$ cat config.mk
export PLATFORM = sky130hd
export DESIGN_NAME = sdr_cmd_datapath
export DESIGN_NICKNAME = d
export VERILOG_FILES = /design/src/rtl/sdr_cmd_datapath.sv
export SDC_FILE = /design/constraint.sdc
export NUM_CORES = 1
export LEC_CHECK = 0
export ABC_CLOCK_PERIOD_IN_PS = 2850
export BUFFER_PORTS_ARGS = -buffer_cell sky130_fd_sc_hd__buf_2
export CORE_ASPECT_RATIO = 0.9
export CORE_MARGIN = 4
export CORE_UTILIZATION = 38
export CTS_CLUSTER_SIZE = 8
export DETAILED_ROUTE_END_ITERATION = 8
export PLACE_DENSITY = 0.69
export RECOVER_POWER = 25
export SLEW_MARGIN = 15
export SYNTH_ARGS = -nofsm -noshare
export SYNTH_HDL_FRONTEND = slang
export SYNTH_SLANG_ARGS = --single-unit
$ cat constraint.sdc
create_clock -name pclk -period 2.85 [get_ports pclk]
set_clock_uncertainty 0.05 [all_clocks]
set_input_delay 0.285 -clock pclk [delete_from_list [all_inputs] [get_ports pclk]]
set_output_delay 0.285 -clock pclk [all_outputs]
set_load 0.05 [all_outputs]
$ cat src/rtl/sdr_cmd_datapath.sv
// SDRAM pin-level back end: registered command/address/data pins decoded from the
// init and command FSM states, APB address/data latches, read capture and the
// auto-refresh interval timer.

package sdr_parameters;
  localparam logic [3:0] i_NOP    = 4'd0;
  localparam logic [3:0] i_PRE    = 4'd1;
  localparam logic [3:0] i_tRP    = 4'd2;
  localparam logic [3:0] i_AR1    = 4'd3;
  localparam logic [3:0] i_tRFC1  = 4'd4;
  localparam logic [3:0] i_AR2    = 4'd5;
  localparam logic [3:0] i_tRFC2  = 4'd6;
  localparam logic [3:0] i_MRS    = 4'd7;
  localparam logic [3:0] i_tMRD   = 4'd8;
  localparam logic [3:0] i_ready  = 4'd9;

  localparam logic [3:0] c_idle   = 4'd0;
  localparam logic [3:0] c_tRCD   = 4'd1;
  localparam logic [3:0] c_cl     = 4'd2;
  localparam logic [3:0] c_rdata  = 4'd3;
  localparam logic [3:0] c_wdata  = 4'd4;
  localparam logic [3:0] c_tRFC   = 4'd5;
  localparam logic [3:0] c_tDAL   = 4'd6;
  localparam logic [3:0] c_ACTIVE = 4'd7;
  localparam logic [3:0] c_READA  = 4'd8;
  localparam logic [3:0] c_WRITEA = 4'd9;
  localparam logic [3:0] c_AR     = 4'd10;
endpackage

module sdr_cmd_datapath
  import sdr_parameters::*;
#(
  parameter int               BA_W     = 2,
  parameter int               ROW_W    = 13,
  parameter int               COL_W    = 9,
  parameter int               DATA_W   = 16,
  parameter logic [ROW_W-1:0] MODE_REG = 13'h020,
  parameter int               REF_INT  = 780
) (
  input  logic                        pclk,
  input  logic                        preset,
  input  logic [3:0]                  iState,
  input  logic [3:0]                  cState,
  input  logic [3:0]                  clkCNT,
  input  logic [BA_W+ROW_W+COL_W-1:0] paddr,
  input  logic [DATA_W-1:0]           pwdata,
  input  logic [DATA_W-1:0]           sdr_DQ_in,
  output logic                        sdr_CKE,
  output logic                        sdr_CSn,
  output logic                        sdr_RASn,
  output logic                        sdr_CASn,
  output logic                        sdr_WEn,
  output logic [BA_W-1:0]             sdr_BA,
  output logic [ROW_W-1:0]            sdr_A,
  output logic                        sdr_DQM,
  output logic [DATA_W-1:0]           sdr_DQ_out,
  output logic                        sdr_DQ_oe,
  output logic [DATA_W-1:0]           prdata,
  output logic                        prdata_vld,
  output logic                        ref_req,
  output logic                        ref_miss
);

  localparam int AW = BA_W + ROW_W + COL_W;
  localparam int TW = (REF_INT > 2) ? $clog2(REF_INT) : 1;
  localparam logic [TW-1:0] RELOAD = TW'(REF_INT - 1);

  // {CSn,RASn,CASn,WEn}
  localparam logic [3:0] CMD_MRS    = 4'b0000;
  localparam logic [3:0] CMD_AREF   = 4'b0001;
  localparam logic [3:0] CMD_PRE    = 4'b0010;
  localparam logic [3:0] CMD_ACT    = 4'b0011;
  localparam logic [3:0] CMD_WRITEA = 4'b0100;
  localparam logic [3:0] CMD_READA  = 4'b0101;
  localparam logic [3:0] CMD_NOP    = 4'b0111;
  localparam logic [3:0] CMD_RST    = 4'b1111;

  logic              cke_q;
  logic [3:0]        cmd_q, cmd_d;
  logic [BA_W-1:0]   ba_q, ba_d;
  logic [ROW_W-1:0]  a_q, a_d;
  logic              dqm_q, dqm_d;
  logic              oe_q, oe_d;
  logic [DATA_W-1:0] dq_q, dq_d;
  logic [DATA_W-1:0] prdata_q, prdata_d;
  logic              vld_q, vld_d;
  logic [BA_W-1:0]   bank_q;
  logic [ROW_W-1:0]  row_q;
  logic [COL_W-1:0]  col_q;
  logic [DATA_W-1:0] wdata_q;
  logic [TW-1:0]     timer_q, timer_d;
  logic              req_q, req_d;
  logic              miss_q, miss_d;
  logic [ROW_W-1:0]  col_addr;
  logic              timer_run, expire, ar_seen;

  // Column address with auto-precharge bit forced on.
  always_comb begin
    col_addr = '0;
    col_addr[COL_W-1:0] = col_q;
    col_addr[10] = 1'b1;
  end

  // Command/address decode; undefined or idle states become NOP holding A/BA.
  always_comb begin
    cmd_d = CMD_NOP;
    ba_d  = ba_q;
    a_d   = a_q;
    case (iState)
      i_PRE: begin
        cmd_d   = CMD_PRE;
        a_d     = '0;
        a_d[10] = 1'b1;
      end
      i_AR1, i_AR2: cmd_d = CMD_AREF;
      i_MRS: begin
        cmd_d = CMD_MRS;
        a_d   = MODE_REG;
        ba_d  = '0;
      end
      i_ready: begin
        case (cState)
          c_ACTIVE: begin
            cmd_d = CMD_ACT;
            a_d   = row_q;
            ba_d  = bank_q;
          end
          c_READA: begin
            cmd_d = CMD_READA;
            a_d   = col_addr;
            ba_d  = bank_q;
          end
          c_WRITEA: begin
            cmd_d = CMD_WRITEA;
            a_d   = col_addr;
            ba_d  = bank_q;
          end
          c_AR:    cmd_d = CMD_AREF;
          default: ;
        endcase
      end
      default: ;
    endcase
  end

  // DQ drive, data mask and read capture.
  always_comb begin
    dqm_d = 1'b1;
    oe_d  = 1'b0;
    dq_d  = dq_q;
    case (cState)
      c_WRITEA: begin
        oe_d  = 1'b1;
        dqm_d = 1'b0;
        dq_d  = wdata_q;
      end
      c_wdata:                 oe_d  = 1'b1;
      c_READA, c_cl, c_rdata:  dqm_d = 1'b0;
      default: ;
    endcase
    vld_d    = (cState == c_rdata) && (clkCNT == 4'd0);
    prdata_d = vld_d ? sdr_DQ_in : prdata_q;
  end

  // Refresh interval timer; a fresh expiry outranks the c_AR acknowledge.
  always_comb begin
    timer_run = (iState == i_ready);
    expire    = timer_run && (timer_q == '0);
    ar_seen   = (cState == c_AR);
    timer_d   = timer_q;
    if (timer_run) timer_d = expire ? RELOAD : timer_q - 1'b1;
    req_d  = expire ? 1'b1 : (ar_seen ? 1'b0 : req_q);
    miss_d = miss_q | (expire & req_q & ~ar_seen);
  end

  // Pin registers.
  always_ff @(posedge pclk or posedge preset) begin
    if (preset) begin
      cke_q    <= 1'b0;
      cmd_q    <= CMD_RST;
      ba_q     <= '0;
      a_q      <= '0;
      dqm_q    <= 1'b1;
      oe_q     <= 1'b0;
      dq_q     <= '0;
      prdata_q <= '0;
      vld_q    <= 1'b0;
    end else begin
      cke_q    <= 1'b1;
      cmd_q    <= cmd_d;
      ba_q     <= ba_d;
      a_q      <= a_d;
      dqm_q    <= dqm_d;
      oe_q     <= oe_d;
      dq_q     <= dq_d;
      prdata_q <= prdata_d;
      vld_q    <= vld_d;
    end
  end

  // Address/write-data latches track the APB bus only while idle.
  always_ff @(posedge pclk or posedge preset) begin
    if (preset) begin
      bank_q  <= '0;
      row_q   <= '0;
      col_q   <= '0;
      wdata_q <= '0;
    end else if (cState == c_idle) begin
      bank_q  <= paddr[AW-1 -: BA_W];
      row_q   <= paddr[COL_W +: ROW_W];
      col_q   <= paddr[COL_W-1:0];
      wdata_q <= pwdata;
    end
  end

  // Refresh timer and request flags.
  always_ff @(posedge pclk or posedge preset) begin
    if (preset) begin
      timer_q <= RELOAD;
      req_q   <= 1'b0;
      miss_q  <= 1'b0;
    end else begin
      timer_q <= timer_d;
      req_q   <= req_d;
      miss_q  <= miss_d;
    end
  end

  assign sdr_CKE    = cke_q;
  assign sdr_CSn    = cmd_q[3];
  assign sdr_RASn   = cmd_q[2];
  assign sdr_CASn   = cmd_q[1];
  assign sdr_WEn    = cmd_q[0];
  assign sdr_BA     = ba_q;
  assign sdr_A      = a_q;
  assign sdr_DQM    = dqm_q;
  assign sdr_DQ_out = dq_q;
  assign sdr_DQ_oe  = oe_q;
  assign prdata     = prdata_q;
  assign prdata_vld = vld_q;
  assign ref_req    = req_q;
  assign ref_miss   = miss_q;

endmodule

==> PnR_summary.wiki <==
{| class="wikitable"
! Metric !! Value
|-
| Post-layout util || 48.75%
|-
| Cell Pwr Density || 806.4 nW/um^2
|-
| Cell type with the highest aggregate area in the netlist || sky130_fd_sc_hd__dfrtp_1
|-
| #FFs+latches synth || 107
|-
| Number of warnings issued by yosys || 0
|-
| Die Area || 13,630 sq um
|-
| Worst Path Required || 3.02 ns
|-
| Clock tree from TritonCTS || yes
|-
| Post-layout instance count excluding filler cells || 618
|-
| # rows || 37
|-
| Synth area leaders || sky130_fd_sc_hd__dfrtp_1 (54%), sky130_fd_sc_hd__mux2_2 (18%), sky130_fd_sc_hd__dfstp_2 (5.8%)
|-
| Via count || 2,944
|-
| Register-to-Register Setup Slack || 0.69 ns
|-
| Number of search-and-repair iterations in the first detailed-routing pass || 4
|-
| Horizontal die dimension || 122.6 um
|-
| Height of the chip || 111.2 um
|-
| Sequential Power Share || 45.5%
|-
| Bufs on Longest Clock Path || 2
|-
| Overall routing resource usage || 14.55%
|-
| RSZ-0062 raised after global routing || false
|-
| CTS buffer count || 9
|-
| Prevailing post-synth register cell || sky130_fd_sc_hd__dfrtp_1
|-
| Initial Utilization || 39.13%
|-
| Share of cells above drive strength 1 || 53.03%
|-
| Outcome || completed
|-
| Max frequency || 463.4 MHz
|-
| Dpl cells || 602
|-
| Arrival time at the worst endpoint || 2.33 ns
|-
| Clk slew on worst S/H paths || 0.07 ns
|-
| Start-to-end type of the worst setup path || flip-flop to flip-flop
|-
| End point of the critical path || timer_q[7]
|-
| Switching fraction of total power || 32.47%
|-
| Switching component of the power || 1.466 mW
|-
| Share of the synthesized area in the top cell type || 54.02%
|-
| Biggest fanout along the worst timing path || 9
|-
| Count of max-cap constraint violations || 0
|-
| Quantity of gates resized following cts || 0
|-
| Area delta synth->final || 24.56%
|-
| Port Buffers || 126
|-
| Max Transition Viols Final || 0
|-
| Antenna cells || 0
|-
| Routed length per placed instance || 15.39 um
|-
| Endpoint of the most critical register-to-register path || timer_q[7]
|-
| Number of nets in the layout || 529
|-
| Final-layout setup total negative slack || 0 ns
|-
| Half-perimeter wire length after placement || 6895 um
|-
| Number of synthesized flops with an enable pin || 0
|-
| Least-Margin Pin Slew || 1.425 ns
|-
| Syn_area_per_cell || 13.57 sq um
|-
| Part of the Yosys area used for sequential elements || 59.87%
|-
| Clock latency on the worst-skew pair || 0.34 ns
|-
| Hold Fails Final Rpt || 0
|-
| Number of cells produced by synthesis || 331
|-
| Sinks on Clock Net || 107
|-
| Fill cell count || 1,056
|-
| # Post-CTS Setup Buffers || 0
|-
| Via-to-Cell Ratio || 4.764
|-
| Area of the mapped netlist || 4493 sq um
|-
| Peak VDD IR || 0.6002 mV
|-
| First-pass GRT wire length || 15,650 um
|-
| Max-slew headroom at the worst pin || 4.990%
|-
| Startpoint type of the worst setup path || flip-flop
|-
| R2R depth || 6
|-
| Cell internal pwr || 3.048 mW
|-
| Post-synth net total || 403
|-
| Number of design-rule violations left by the first detailed-router iteration || 141
|-
| Number of distinct library cells after synthesis || 45
|-
| Total setup violations reported at the end of the flow || 0
|-
| Post-route antenna net violation count || 0
|-
| CTS Hold Bufs || 0
|-
| Minimum clock period || 2.158 ns
|-
| Min-delay worst type || primary input to flip-flop
|-
| Total congestion overflow || 0
|-
| Ports || 127
|-
| Clock Root Buffer || sky130_fd_sc_hd__clkbuf_16
|-
| Worst hold slack after final layout || 0.1153 ns
|-
| Number of antenna violations at the first check in global routing || 2
|-
| Clock network power share || 29.7%
|-
| Number of global-route vias before repair || 3,162
|-
| Crit path capture type || flip-flop
|-
| Largest net degree at the start of global routing || 108
|-
| Proportion of synthesized flip-flops having asynchronous set or reset || 100.0%
|-
| Share of total power in combinational logic || 24.8%
|-
| Source of the critical timing path || timer_q[0]
|-
| Drt drc || 0
|-
| R2R Path Start || timer_q[0]
|-
| Portion of the clock cycle consumed by the worst path in the final layout || 75.72%
|-
| Area of the core || 11,480 sq um
|-
| Leak pwr || 2.751 nW
|-
| CTS H-tree lvls || 3
|-
| RD Place Congestion || 0.7122
|-
| Detailed-route wire length || 9510 um
|}
[worst max-delay path: stages, from the launching register on]
cell                      delay [ns]
sky130_fd_sc_hd__dfstp_2        0.39
sky130_fd_sc_hd__inv_1          0.08
sky130_fd_sc_hd__ha_1           0.15
sky130_fd_sc_hd__or4b_2         0.63
sky130_fd_sc_hd__nor4_4         0.38
sky130_fd_sc_hd__nor2_1         0.09
sky130_fd_sc_hd__mux2_2         0.27
[area by class of cell]
class / count / area (sq um) / share of cell area, %
timing repair buffer: 131 / 665.6 / 11.89
inverter: 10 / 41.29 / 0.7378
sequential: 107 / 2690 / 48.07
tap: 156 / 195.2 / 3.488
clock inverter: 6 / 88.84 / 1.587
multi-input combinational: 198 / 1677 / 29.96
clock buffer: 10 / 239.0 / 4.270
[cells in the mapped netlist, types with 2 or more instances]
library cell               number
sky130_fd_sc_hd__mux2_2        73
sky130_fd_sc_hd__xnor2_1        3
sky130_fd_sc_hd__nor3_1         4
sky130_fd_sc_hd__or4_1          3
sky130_fd_sc_hd__dfrtp_1       97
sky130_fd_sc_hd__nor4_1         2
sky130_fd_sc_hd__nand2_1       33
sky130_fd_sc_hd__inv_1         10
sky130_fd_sc_hd__buf_2          6
sky130_fd_sc_hd__o21ai_0        8
sky130_fd_sc_hd__clkbuf_1       6
sky130_fd_sc_hd__mux2i_1        9
sky130_fd_sc_hd__buf_6          2
sky130_fd_sc_hd__o21a_1         2
sky130_fd_sc_hd__a21oi_1       11
sky130_fd_sc_hd__dfstp_2       10
sky130_fd_sc_hd__or3_1          2
sky130_fd_sc_hd__nor2b_1        2
sky130_fd_sc_hd__conb_1         2
sky130_fd_sc_hd__or3b_2         2
sky130_fd_sc_hd__nor2_1        10
sky130_fd_sc_hd__ha_1           2
sky130_fd_sc_hd__xor2_1         2
sky130_fd_sc_hd__mux2_4         9
[sequential cells by signal, summed over array words and instances, names as in the netlist, 4 cells and up]
name,count
wdata_q,16
timer_q,10
sdr_DQ_out,16
col_q,9
prdata,16
sdr_A,13
row_q,13
cmd_q,4
[cells by family (layout without fill, tap and decap cells)]
logic type	after synthesis	in the layout	synth area share [%]
xor+xnor	5	5	0.9748
flops	107	107	59.87
other cells	2	2	0.1671
compound gates	28	28	3.676
simple gates	70	70	8.188
fa+ha+maj	2	2	0.5569
buf+inv	26	157	3.258
mux	91	91	23.31
[per-layer routing]
metal,track usage [%],share of wire (%),wire [um]
met2,23.96,49,4622
met4,3.806,1.0,98
met1,18.07,43,4099
met3,5.255,7.0,669
met5,0,0.21,20
[through the flow]
stage	worst slack (ns)	power [mW]	instance area, sq um
final	0.6921	4.513	5597
after global routing	0.5368	4.756	5597
after CTS	0.6625	4.584	5612
after detailed placement	0.4892	3.224	5284
after global placement	0.5651	3.173	5284
after floorplan	0.8906	2.906	4497
[worst min path at each step]
stage | from | end | depth (start not counted)
detailed placement | ref_miss | ref_miss | 1
finish | paddr[23] | bank_q[1] | 3
global placement | ref_miss | ref_miss | 1
global route | paddr[0] | col_q[0] | 2
floorplan | iState[0] | cmd_q[1] | 1
CTS | preset | prdata[6] | 3
[power groups by stage]
stage / Combinational, mW / Sequential (mW) / Clock (mW)
2_1_floorplan: 0.436 / 2.47 / 0
3_3_place_gp: 1.11 / 2.07 / 0
3_5_place_dp: 1.14 / 2.09 / 0
4_1_cts: 1.14 / 2.06 / 1.39
5_1_grt: 1.20 / 2.10 / 1.45
6_report: 1.12 / 2.05 / 1.34
[cell usage in the layout (no fill, tap or decap), types with 2 or more instances in the layout]
cell type / synthesis / layout
sky130_fd_sc_hd__o21ai_0: 8 / 8
sky130_fd_sc_hd__mux2_4: 9 / 9
sky130_fd_sc_hd__xor2_1: 2 / 2
sky130_fd_sc_hd__buf_4: 0 / 4
sky130_fd_sc_hd__or3_1: 2 / 2
sky130_fd_sc_hd__o21a_1: 2 / 2
sky130_fd_sc_hd__nand2_1: 33 / 33
sky130_fd_sc_hd__dfrtp_1: 97 / 97
sky130_fd_sc_hd__mux2_2: 73 / 73
sky130_fd_sc_hd__ha_1: 2 / 2
sky130_fd_sc_hd__or3b_2: 2 / 2
sky130_fd_sc_hd__nor2b_1: 2 / 2
sky130_fd_sc_hd__nor3_1: 4 / 4
sky130_fd_sc_hd__buf_2: 6 / 124
sky130_fd_sc_hd__conb_1: 2 / 2
sky130_fd_sc_hd__dfstp_2: 10 / 10
sky130_fd_sc_hd__clkbuf_16: 0 / 9
sky130_fd_sc_hd__clkbuf_1: 6 / 2
sky130_fd_sc_hd__xnor2_1: 3 / 3
sky130_fd_sc_hd__nor4_1: 2 / 2
sky130_fd_sc_hd__mux2i_1: 9 / 9
sky130_fd_sc_hd__clkinvlp_4: 0 / 3
sky130_fd_sc_hd__inv_1: 10 / 9
sky130_fd_sc_hd__nor2_1: 10 / 10
sky130_fd_sc_hd__or4_1: 3 / 3
sky130_fd_sc_hd__a21oi_1: 11 / 11
sky130_fd_sc_hd__nor4_4: 1 / 2
sky130_fd_sc_hd__bufinv_16: 0 / 2
(Power assumes the default switching activity.)
